## config.mk

```make
export PLATFORM = sky130hd
export DESIGN_NAME = tiny_rv_lsu_flat
export DESIGN_NICKNAME = d
export VERILOG_FILES = /design/src/rtl/tiny_rv_lsu_pkg.sv /design/src/rtl/tiny_rv_lsu_if.sv /design/src/rtl/tiny_rv_lsu_align.sv /design/src/rtl/tiny_rv_lsu.sv /design/src/flat_wrapper.sv
export SDC_FILE = /design/constraint.sdc
export NUM_CORES = 1
export LEC_CHECK = 0
export BUFFER_PORTS_ARGS = -buffer_cell sky130_fd_sc_hd__clkbuf_2
export CAP_MARGIN = 20
export CORE_UTILIZATION = 47
export DETAILED_ROUTE_END_ITERATION = 8
export GPL_ROUTABILITY_DRIVEN = 0
export GPL_TIMING_DRIVEN = 0
export PLACE_DENSITY = 0.77
export SYNTH_ARGS = -nofsm -noshare
export SYNTH_HDL_FRONTEND = slang
export SYNTH_SLANG_ARGS = --single-unit
```

## constraint.sdc

```tcl
create_clock -name i_clk -period 2.45 [get_ports i_clk]
set_clock_uncertainty 0.05 [all_clocks]
set_input_delay 0.245 -clock i_clk [delete_from_list [all_inputs] [get_ports i_clk]]
set_output_delay 0.245 -clock i_clk [all_outputs]
set_load 0.01 [all_outputs]
```

## src/rtl/tiny_rv_lsu_pkg.sv

```systemverilog
// Shared tiny_rv definitions used by the load/store unit: opcode and
// funct3 encodings for memory ops, plus the LSU state enumeration.
package tiny_rv_lsu_pkg;

    localparam logic [6:0] RV_LOAD  = 7'b0000011;
    localparam logic [6:0] RV_STORE = 7'b0100011;

    localparam logic [2:0] RV_MEM_B  = 3'b000;
    localparam logic [2:0] RV_MEM_H  = 3'b001;
    localparam logic [2:0] RV_MEM_W  = 3'b010;
    localparam logic [2:0] RV_MEM_BU = 3'b100;
    localparam logic [2:0] RV_MEM_HU = 3'b101;

    typedef enum logic [1:0] {
        IDLE = 2'd0,
        REQ  = 2'd1,
        DONE = 2'd2
    } lsu_state_t;

endpackage

```

## src/rtl/tiny_rv_lsu_if.sv

```systemverilog
// Single-beat valid/ready data bus between the LSU (master) and memory (slave).
// Read data is valid in the same cycle that ready is high.
interface tiny_rv_lsu_if;

    logic        o_bus_valid;
    logic        i_bus_ready;
    logic [31:0] o_bus_addr;
    logic        o_bus_we;
    logic [3:0]  o_bus_wstrb;
    logic [31:0] o_bus_wdata;
    logic [31:0] i_bus_rdata;

    modport master (
        output o_bus_valid,
        output o_bus_addr,
        output o_bus_we,
        output o_bus_wstrb,
        output o_bus_wdata,
        input  i_bus_ready,
        input  i_bus_rdata
    );

    modport slave (
        input  o_bus_valid,
        input  o_bus_addr,
        input  o_bus_we,
        input  o_bus_wstrb,
        input  o_bus_wdata,
        output i_bus_ready,
        output i_bus_rdata
    );

endinterface

```

## src/rtl/tiny_rv_lsu_align.sv

```systemverilog
// Byte-lane steering for the LSU: replicates store data across lanes, builds
// byte strobes, extracts and extends load data, and flags misaligned or
// reserved width encodings. Purely combinational.
module tiny_rv_lsu_align
    import tiny_rv_lsu_pkg::*;
(
    input  logic [1:0]  eaLow_i,
    input  logic [2:0]  funct3_i,
    input  logic        isStore_i,
    input  logic [31:0] rs2_i,
    input  logic [31:0] rdata_i,
    output logic [31:0] wdata_o,
    output logic [3:0]  wstrb_o,
    output logic [31:0] loadData_o,
    output logic        misaligned_o,
    output logic        illegal_o
);

    logic [31:0] laneData;

    // Store side: the bus always sees every lane filled, and the strobes pick
    // which lanes memory actually writes.
    always_comb begin
        wdata_o = rs2_i;
        wstrb_o = 4'b1111;
        case (funct3_i[1:0])
            2'b00: begin
                wdata_o = {4{rs2_i[7:0]}};
                wstrb_o = 4'b0001 << eaLow_i;
            end
            2'b01: begin
                wdata_o = {2{rs2_i[15:0]}};
                wstrb_o = 4'b0011 << eaLow_i;
            end
            default: begin
                wdata_o = rs2_i;
                wstrb_o = 4'b1111;
            end
        endcase
    end

    // Load side: shift the addressed lane down to bit 0, then extend by width.
    // Word loads are always aligned here, so the shift is zero for them.
    always_comb begin
        laneData   = rdata_i >> {eaLow_i, 3'b000};
        loadData_o = '0;
        case (funct3_i)
            RV_MEM_B:  loadData_o = {{24{laneData[7]}}, laneData[7:0]};
            RV_MEM_H:  loadData_o = {{16{laneData[15]}}, laneData[15:0]};
            RV_MEM_W:  loadData_o = laneData;
            RV_MEM_BU: loadData_o = {24'd0, laneData[7:0]};
            RV_MEM_HU: loadData_o = {16'd0, laneData[15:0]};
            default:   loadData_o = '0;
        endcase
    end

    // Alignment and encoding checks; stores have no unsigned variants.
    always_comb begin
        misaligned_o = 1'b0;
        case (funct3_i[1:0])
            2'b01:   misaligned_o = eaLow_i[0];
            2'b10:   misaligned_o = |eaLow_i;
            default: misaligned_o = 1'b0;
        endcase
        illegal_o = (funct3_i[1:0] == 2'b11)
                  || (funct3_i[2] && (isStore_i || funct3_i[1]));
    end

endmodule

```

## src/rtl/tiny_rv_lsu.sv

```systemverilog
// tiny_rv load/store unit. Computes the effective address, issues one bus
// beat, and returns aligned/extended load data. Misaligned or undecodable
// ops complete one cycle after start without touching the bus.
module tiny_rv_lsu
    import tiny_rv_lsu_pkg::*;
#(
    parameter int BUS_TIMEOUT = 255
) (
    input  logic        i_clk,
    input  logic        i_rst,
    input  logic        i_start,
    input  logic [6:0]  i_opcode,
    input  logic [2:0]  i_funct3,
    input  logic [31:0] i_rs1,
    input  logic [31:0] i_rs2,
    input  logic [31:0] i_imm,
    output logic        o_busy,
    output logic        o_done,
    output logic [31:0] o_result,
    output logic        o_misaligned,
    output logic        o_fault,
    tiny_rv_lsu_if.master bus
);

    localparam logic [31:0] TIMEOUT_LAST = 32'(BUS_TIMEOUT - 1);

    lsu_state_t  state_q, state_d;
    logic [31:0] ea_q, ea_d;
    logic [31:0] rs2_q, rs2_d;
    logic [2:0]  funct3_q, funct3_d;
    logic        isStore_q, isStore_d;
    logic [31:0] result_q, result_d;
    logic        misaligned_q, misaligned_d;
    logic        fault_q, fault_d;
    logic [31:0] timeoutCnt_q, timeoutCnt_d;

    logic [31:0] eaLive;
    logic        startIsStore;
    logic        startIsMem;
    logic [1:0]  alignEa;
    logic [2:0]  alignFunct3;
    logic        alignIsStore;
    logic [31:0] alignWdata;
    logic [3:0]  alignWstrb;
    logic [31:0] alignLoad;
    logic        alignMisaligned;
    logic        alignIllegal;
    logic        isReq;
    logic        isDone;

    assign eaLive       = i_rs1 + i_imm;
    assign startIsStore = (i_opcode == RV_STORE);
    assign startIsMem   = (i_opcode == RV_LOAD) || startIsStore;

    // While idle the aligner judges the incoming op so misalignment can be
    // reported the very next cycle; afterwards it works on the latched op.
    assign alignEa      = (state_q == IDLE) ? eaLive[1:0]  : ea_q[1:0];
    assign alignFunct3  = (state_q == IDLE) ? i_funct3     : funct3_q;
    assign alignIsStore = (state_q == IDLE) ? startIsStore : isStore_q;

    tiny_rv_lsu_align u_align (
        .eaLow_i      (alignEa),
        .funct3_i     (alignFunct3),
        .isStore_i    (alignIsStore),
        .rs2_i        (rs2_q),
        .rdata_i      (bus.i_bus_rdata),
        .wdata_o      (alignWdata),
        .wstrb_o      (alignWstrb),
        .loadData_o   (alignLoad),
        .misaligned_o (alignMisaligned),
        .illegal_o    (alignIllegal)
    );

    // State and operand registers; reset abandons any transaction in flight.
    always_ff @(posedge i_clk) begin
        if (i_rst) begin
            state_q      <= IDLE;
            ea_q         <= '0;
            rs2_q        <= '0;
            funct3_q     <= '0;
            isStore_q    <= 1'b0;
            result_q     <= '0;
            misaligned_q <= 1'b0;
            fault_q      <= 1'b0;
            timeoutCnt_q <= '0;
        end else begin
            state_q      <= state_d;
            ea_q         <= ea_d;
            rs2_q        <= rs2_d;
            funct3_q     <= funct3_d;
            isStore_q    <= isStore_d;
            result_q     <= result_d;
            misaligned_q <= misaligned_d;
            fault_q      <= fault_d;
            timeoutCnt_q <= timeoutCnt_d;
        end
    end

    // Next-state logic: accept in IDLE, wait for ready (or give up) in REQ,
    // report for a single cycle in DONE.
    always_comb begin
        state_d      = state_q;
        ea_d         = ea_q;
        rs2_d        = rs2_q;
        funct3_d     = funct3_q;
        isStore_d    = isStore_q;
        result_d     = result_q;
        misaligned_d = misaligned_q;
        fault_d      = fault_q;
        timeoutCnt_d = timeoutCnt_q;

        case (state_q)
            IDLE: begin
                if (i_start) begin
                    ea_d         = eaLive;
                    rs2_d        = i_rs2;
                    funct3_d     = i_funct3;
                    isStore_d    = startIsStore;
                    result_d     = '0;
                    misaligned_d = 1'b0;
                    fault_d      = 1'b0;
                    timeoutCnt_d = '0;
                    if (!startIsMem || alignIllegal) begin
                        state_d = DONE;
                    end else if (alignMisaligned) begin
                        misaligned_d = 1'b1;
                        state_d      = DONE;
                    end else begin
                        state_d = REQ;
                    end
                end
            end
            REQ: begin
                if (bus.i_bus_ready) begin
                    result_d = isStore_q ? '0 : alignLoad;
                    state_d  = DONE;
                end else if ((BUS_TIMEOUT != 0) && (timeoutCnt_q == TIMEOUT_LAST)) begin
                    result_d = '0;
                    fault_d  = 1'b1;
                    state_d  = DONE;
                end else begin
                    timeoutCnt_d = timeoutCnt_q + 32'd1;
                end
            end
            DONE: begin
                state_d = IDLE;
            end
            default: begin
                state_d = IDLE;
            end
        endcase
    end

    assign isReq  = (state_q == REQ);
    assign isDone = (state_q == DONE);

    assign o_busy       = (state_q != IDLE);
    assign o_done       = isDone;
    assign o_result     = isDone ? result_q : '0;
    assign o_misaligned = isDone && misaligned_q;
    assign o_fault      = isDone && fault_q;

    assign bus.o_bus_valid = isReq;
    assign bus.o_bus_addr  = isReq ? {ea_q[31:2], 2'b00} : '0;
    assign bus.o_bus_we    = isReq && isStore_q;
    assign bus.o_bus_wstrb = (isReq && isStore_q) ? alignWstrb : '0;
    assign bus.o_bus_wdata = (isReq && isStore_q) ? alignWdata : '0;

endmodule

```

## src/flat_wrapper.sv

```systemverilog
// flat-port wrapper written by rule: the top's interface ports become plain ports
module tiny_rv_lsu_flat import tiny_rv_lsu_pkg::*;
#(
    parameter int BUS_TIMEOUT = 255
)
  (i_clk, i_rst, i_start, i_opcode, i_funct3, i_rs1, i_rs2, i_imm, o_busy, o_done, o_result, o_misaligned, o_fault, bus_o_bus_valid, bus_o_bus_addr, bus_o_bus_we, bus_o_bus_wstrb, bus_o_bus_wdata, bus_i_bus_ready, bus_i_bus_rdata);
  tiny_rv_lsu_if bus_i ();
  input  logic i_clk;
  input  logic i_rst;
  input  logic i_start;
  input  logic [6:0] i_opcode;
  input  logic [2:0] i_funct3;
  input  logic [31:0] i_rs1;
  input  logic [31:0] i_rs2;
  input  logic [31:0] i_imm;
  output logic o_busy;
  output logic o_done;
  output logic [31:0] o_result;
  output logic o_misaligned;
  output logic o_fault;
  output wire logic [$bits(bus_i.o_bus_valid)-1:0] bus_o_bus_valid;
  output wire logic [$bits(bus_i.o_bus_addr)-1:0] bus_o_bus_addr;
  output wire logic [$bits(bus_i.o_bus_we)-1:0] bus_o_bus_we;
  output wire logic [$bits(bus_i.o_bus_wstrb)-1:0] bus_o_bus_wstrb;
  output wire logic [$bits(bus_i.o_bus_wdata)-1:0] bus_o_bus_wdata;
  input wire logic [$bits(bus_i.i_bus_ready)-1:0] bus_i_bus_ready;
  input wire logic [$bits(bus_i.i_bus_rdata)-1:0] bus_i_bus_rdata;
  assign bus_o_bus_valid = bus_i.o_bus_valid;
  assign bus_o_bus_addr = bus_i.o_bus_addr;
  assign bus_o_bus_we = bus_i.o_bus_we;
  assign bus_o_bus_wstrb = bus_i.o_bus_wstrb;
  assign bus_o_bus_wdata = bus_i.o_bus_wdata;
  assign bus_i.i_bus_ready = bus_i_bus_ready;
  assign bus_i.i_bus_rdata = bus_i_bus_rdata;
  tiny_rv_lsu #(.BUS_TIMEOUT(BUS_TIMEOUT)) u_core (.i_clk(i_clk), .i_rst(i_rst), .i_start(i_start), .i_opcode(i_opcode), .i_funct3(i_funct3), .i_rs1(i_rs1), .i_rs2(i_rs2), .i_imm(i_imm), .o_busy(o_busy), .o_done(o_done), .o_result(o_result), .o_misaligned(o_misaligned), .o_fault(o_fault), .bus(bus_i));
endmodule
```

==> run metrics, run 1 <==
Post-Route WL 27700 um; final setup margin -0.259 ns; # rows 48; Post-Route Setup TNS -6.75 ns; max-slew violation count 0; die area around 18000 sq um; status finished, violations left; Top FF cell, synth dfxtp_1; CORE AREA 17200 sq um; part of the cycle the worst path needs 111%; Detailed Routing Iterations Pass 1 7; Worst-Margin Slew slightly below 0.7 ns; Critical Path AT 2.41 ns; Achievable Freq 0.369 GHz; Max-Cap Viols 0; worst skew pair latency 0.44 ns; port bufs 245; HPWL after detailed placement 19300 um; fillers 1405; Peak VDD IR 0.000539 V; yosys warns 0; total global-route track usage 29.4%; register bit total from synthesis 136; Die Span Y approximately 130 um; Crit path required time 2.15 ns; DIE WIDTH 134 um; fin nets 1625; crit-path cells nor2_4 > buf_8 > mux2i_4 > buf_4 > ha_4 > clkbuf_16 > nor2_4 > buf_6 > nand2_1 > a31oi_2 > buf_2; Avg Cell Area, Syn 7.36 sq um; top cell type's share of synthesized area 33.0%; vias in the first global route 8442; # setup viols final 58; largest net degree at the start of global routing 17; global-route wire length before repair 41800 um; Worst Hold Class in -> reg; async set or reset register ratio after synthesis 0%; fin util about two thirds; Final min period roughly 2.7 ns; area grow syn2layout 40.0%; CTS tree done; Synth area leaders dfxtp_1 33%, nand2_1 11%, a21oi_1 8.9%; CTS Sinks 136; total CTS buffers 17; DRT iter0 DRCs 743; DR WL/cell 16.4 um; layout cells sized above 1 29.9%; Starting Density 47.9%; number of buffers on the longest clock path 2; Slew headroom 54.0%; Crit. End Element primary output; area of the mapped netlist around 8200 sq um; PwrDens about 550 nW/um^2; Worst Path Buf+Inv 5; DRC 0; number of vias per cell 5.59; family with the most delay on the worst path buffers and inverters; # IOs 248; Crit path top cell by count nor2_4; DP Cell Count 1592; antenna viol nets, final 0; Synth Instances 1121; crit start category flop; leakage power 0.00503 uW; n_diodes 0; htree depth 4; antenna violations before repair 1; RSZ-0062 raised after global routing yes; area leader, netlist dfxtp_1; Congestion Overflow GR 0; clk slew on worst S/H paths 0.06 ns; Vias around 9400; EDFF count, synth 0; final hold violation count 0; clk root buf clkbuf_16; slowest cell delay on critical path 0.36 ns; largest fanout on the critical path 8; post-synthesis cell type count 69; failing checks setup timing; sequential area share after synthesis 33.0%; CP max stage cell dfxtp_4; Setup CP Type reg -> out; Post-Layout Cell Count 1683
-- cell type report --
cell class | count | area (sq um) | area share [%]
Clock inverter | 12 | 118 | 1.02
Tap cell | 225 | 282 | 2.44
Inverter | 15 | 58.8 | 0.509
Multi-Input combinational cell | 904 | 5660 | 49.0
Buffer | 62 | 369 | 3.20
Clock buffer | 20 | 457 | 3.95
Sequential cell | 136 | 2740 | 23.7
Timing Repair Buffer | 309 | 1880 | 16.2
-- power by group --
group	total, uW	switching [uW]	internal [uW]
Combinational	1430	831	599
Sequential	2360	61.5	2300
Clock	2510	1050	1460
-- layer usage --
metal | global-route usage (%) | up-vias | wire [um]
met1 | 38.0 | 4401 | 11600
li1 | - | 4518 | -
met2 | 47.8 | 422 | 13100
met5 | 0 | - | 13
met4 | 10.4 | 2 | 660
met3 | 6.91 | 64 | 2220
-- kinds of logic after synthesis --
group,share of synthesized area (%)
multiplexers,2.15
flip-flops,33.0
XOR/XNOR,4.46
AO/OA/AOI/OAI,21.3
adder cells (fa/ha/maj),5.85
buffers and inverters,4.08
AND/OR/NAND/NOR,29.1
other,0.0455
-- through the flow --
step | cell area [sq um] | setup WS [ns] | total power [uW] | hold WS [ns]
4_1_cts | 11000 | -0.234 | 6140 | 0.000402
3_5_place_dp | 9820 | -0.630 | 3560 | 0.389
5_1_grt | 11500 | -0.334 | 6550 | 0.00454
6_report | 11500 | -0.259 | 6300 | 0.0130
2_1_floorplan | 8310 | 0.00476 | 3180 | 0.331
3_3_place_gp | 9820 | -0.561 | 3540 | 0.383
-- placed cells by master, fill, tap and decap left out, types with 17 or more instances in the layout --
cell type,n
nand3_1,27
and3_1,17
and2_1,75
xnor2_1,19
nand2_1,228
ha_1,32
clkbuf_1,36
clkbuf_2,236
dfxtp_1,132
buf_4,34
clkbuf_16,22
buf_2,19
a21oi_1,131
xor2_1,23
o21ai_0,33
dlygate4sd3_1,27
nor2_1,85
-- path summary, 6_finish.rpt --
check	from	end	slack, ns	depth (start not counted)
worst max-delay path	u_core.state_q[1]	bus_o_bus_wdata[26]	-0.26	11
worst min-delay path	i_rs2[28]	u_core.rs2_q[28]	0.01	3
worst max register to register	u_core.state_q[1]	u_core.result_q[12]	-0.11	13
worst min register to register	u_core.ea_q[3]	u_core.ea_q[3]	0.40	2
-- worst min-delay path, delay by kind of cell --
family          cells  cell delay (ns)
simple gates        1             0.05
compound gates      1             0.05
buf+inv             1             0.09
-- timing repair --
| item | CTS | global route |
|---|---|---|
| gates resized for setup | 68 | 123 |
| hold buffers | 26 | 1 |
| endpoints found under the setup margin | 109 | 92 |
| gates cloned | 2 | 4 |
| pin swaps | 14 | 51 |
| buffers inserted | 13 | 18 |
| endpoints found under the hold margin | 26 | 1 |
-- flip-flops by register name, summed over array words and instances, names as in the netlist --
| signal | cells |
|---|---|
| u_core.state_q | 2 |
| u_core.result_q | 32 |
| u_core.misaligned_q | 1 |
| u_core.funct3_q | 3 |
| u_core.isStore_q | 1 |
| u_core.fault_q | 1 |
| u_core.timeoutCnt_q | 32 |
| u_core.ea_q | 32 |
| u_core.rs2_q | 32 |
-- Yosys cell counts (all sizes together), types with 11 or more instances --
library cell,n
and2,76
nor2,90
a21oi,147
o21ai,55
xor2,23
nand3,30
or3,13
clkbuf,53
and3,17
a21o,14
dfxtp,136
nand2,241
a31oi,11
xnor2,19
buf,14
mux2i,14
inv,15
ha,37
Power figures use the tool's default switching activity.
==> inputs of run 2 (changes only) <==
--- a/config.mk
+++ b/config.mk
@@ -7,11 +7,12 @@
 export LEC_CHECK = 0
 export BUFFER_PORTS_ARGS = -buffer_cell sky130_fd_sc_hd__clkbuf_2
 export CAP_MARGIN = 20
-export CORE_UTILIZATION = 47
+export CORE_UTILIZATION = 49
+export CTS_BUF_LIST = sky130_fd_sc_hd__clkbuf_8
 export DETAILED_ROUTE_END_ITERATION = 8
 export GPL_ROUTABILITY_DRIVEN = 0
 export GPL_TIMING_DRIVEN = 0
-export PLACE_DENSITY = 0.77
+export PLACE_DENSITY = 0.8
 export SYNTH_ARGS = -nofsm -noshare
 export SYNTH_HDL_FRONTEND = slang
 export SYNTH_SLANG_ARGS = --single-unit
==> run 2 against run 1 <==
The flow still finishes with violations (setup timing). Highest routed layer is now met4. Critical path depth decreased by 1. Global-route usage increased by 2.5 points. Routed wire length increased by 6.5%. Via count increased by 4.2%. Final area increased by 0.11%.
==> run metrics, run 2 (same netlist as run 1, synthesis figures left out) <==
status finished, violations left; failing checks setup timing; number of vias per cell 5.80; Internal Pwr Total 4000 uW; clock power share between 30 and 40%; GR peak layer met2; # IOs 248; HPWL after detailed placement between 15000 and 20000 um; Crit path required time 2.15 ns; slowest cell delay on critical path 0.36 ns; largest net degree at the start of global routing 17; Starting Density 49.9%; worst skew pair latency 0.46 ns; Max-Cap Viols 0; # rows 47; most frequent cells in the layout 238 x clkbuf_2, 220 x nand2_1, 132 x dfxtp_1, 124 x a21oi_1, 85 x nor2_1; Worst-Margin Slew 0.636 ns; Sw Ratio 31.0%; # setup viols final between 50 and 60; Setup CP Type reg -> out; Die Span Y 132 um; leakage power 0.00504 uW; htree depth 4; fillers 1257; fin nets 1637; Worst Hold Class in -> reg; DP Worst Slack -0.552 ns; antenna violations before repair 0; max-slew violation count 0; Crit. End Element primary output; final hold violation count 0; total global-route track usage 31.8%; Post-Route Setup TNS -7.20 ns; clk slew on worst S/H paths 0.08 ns; Switch Pwr 1800 uW; DRC 0; Peak VDD IR around 0.00038 V; area post-placement 9810 sq um; antenna viol nets, final 0; port bufs 245; global-route wire length before repair between 40000 and 50000 um; Critical Path AT about 2.4 ns; Post-Route WL approximately 29000 um; CTS tree done; area grow syn2layout 40.2%; number of buffers on the longest clock path 2; Hold Path Origin i_rst; Flop pwr share roughly two fifths; Final min period around 2.7 ns; Post-Layout Cell Count 1690; CTS Sinks around 140; die area around 17000 sq um; post-route cell area 11600 sq um; DP Cell Count ~1600; Global Route met2 Usage 53.3%; CP Launch Point u_core.state_q[1]; part of the cycle the worst path needs 111%; largest fanout on the critical path 6; CP max stage cell dfxtp_4; Vias 9804; clk root buf clkbuf_8; family with the most delay on the worst path buffers and inverters; Worst Path Buf+Inv 4; fin util 70.0%; met1 usage 38.3%; layout cells sized above 1 31.1%; PwrDens 502 nW/um^2; vias in the first global route 9122; Achievable Freq 0.368 GHz; CORE AREA around 17000 sq um; Slew headroom a little under three fifths; total CTS buffers 17; worst r2r src u_core.state_q[1]; DRT iter0 DRCs 1064; Logic pwr share 25.3%; RSZ-0062 raised after global routing yes; DIE WIDTH 132 um; crit start category flop; most common cell after layout, fill and taps aside clkbuf_2; Congestion Overflow GR 0; M3 GR Usage 8.38%; DR WL/cell 17.4 um; final setup margin -0.271 ns; Crit path top cell by count buf_8; Detailed Routing Iterations Pass 1 7; crit-path cells nor2_4 > buf_8 > mux2_4 > inv_4 > ha_4 > or2_4 > buf_8 > nand2_2 > a21oi_2 > buf_2
==> run 2: layer usage <==
layer	vias to the layer above	part of all wire, %
met1	4503	39
li1	4539	-
met4	0	4.1
met3	144	9.4
met2	618	47
met5	-	0
==> run 2: worst reg2reg max path: stages, from the launching register on <==
cell and delay (ns):
dfxtp_4 0.36, nor2_4 0.14, buf_8 0.14, mux2_4 0.33, inv_4 0.08, ha_4 0.19, or2_4 0.18, buf_4 0.12
a21oi_2 0.03, and4bb_4 0.45, buf_6 0.14, buf_6 0.11, o21ai_2 0.06, a21oi_1 0.13
==> run 2: area by class of cell <==
cell class	instances	area, sq um	area share (%)
sequential	136	2740	23.7
timing repair buffer	319	1960	16.9
buffer	64	395	3.42
inverter	15	58.8	0.509
antenna	1	2.50	0.0216
clock inverter	10	126	1.09
clock buffer	21	289	2.50
multi-input combinational	904	5720	49.5
tap	220	275	2.38
==> run 2: power groups by stage <==
stage / sequential, uW / combinational (uW) / clock, uW
final: 2360 / 1470 / 1970
after global placement: 2400 / 1130 / 0
after detailed placement: 2400 / 1160 / 0
after floorplan: 2390 / 795 / 0
after global routing: 2370 / 1580 / 2070
after CTS: 2350 / 1310 / 1980
==> run 2: what timing repair did <==
item	4_1_cts	5_1_grt
resized for setup	90	145
cloned	2	3
hold buffers	35	0
endpoints found under the hold margin	35	0
buffers inserted	19	15
endpoints found under the setup margin	116	113
pin swaps	34	36
==> run 2: worst paths after layout <==
path                         end  slack, ns  cells after the start
max          bus_o_bus_wdata[18]      -0.27                     10
min              u_core.ea_q[12]       0.10                      3
max reg2reg  u_core.result_q[19]      -0.13                     13
min reg2reg      u_core.ea_q[11]       0.40                      2
==> run 2: per-stage QoR <==
| step | hold slack, ns | total power [uW] |
|---|---|---|
| floorplan | 0.331 | 3180 |
| global placement | 0.384 | 3540 |
| detailed placement | 0.390 | 3560 |
| CTS | 0.0594 | 5640 |
| global route | 0.135 | 6020 |
| finish | 0.101 | 5800 |
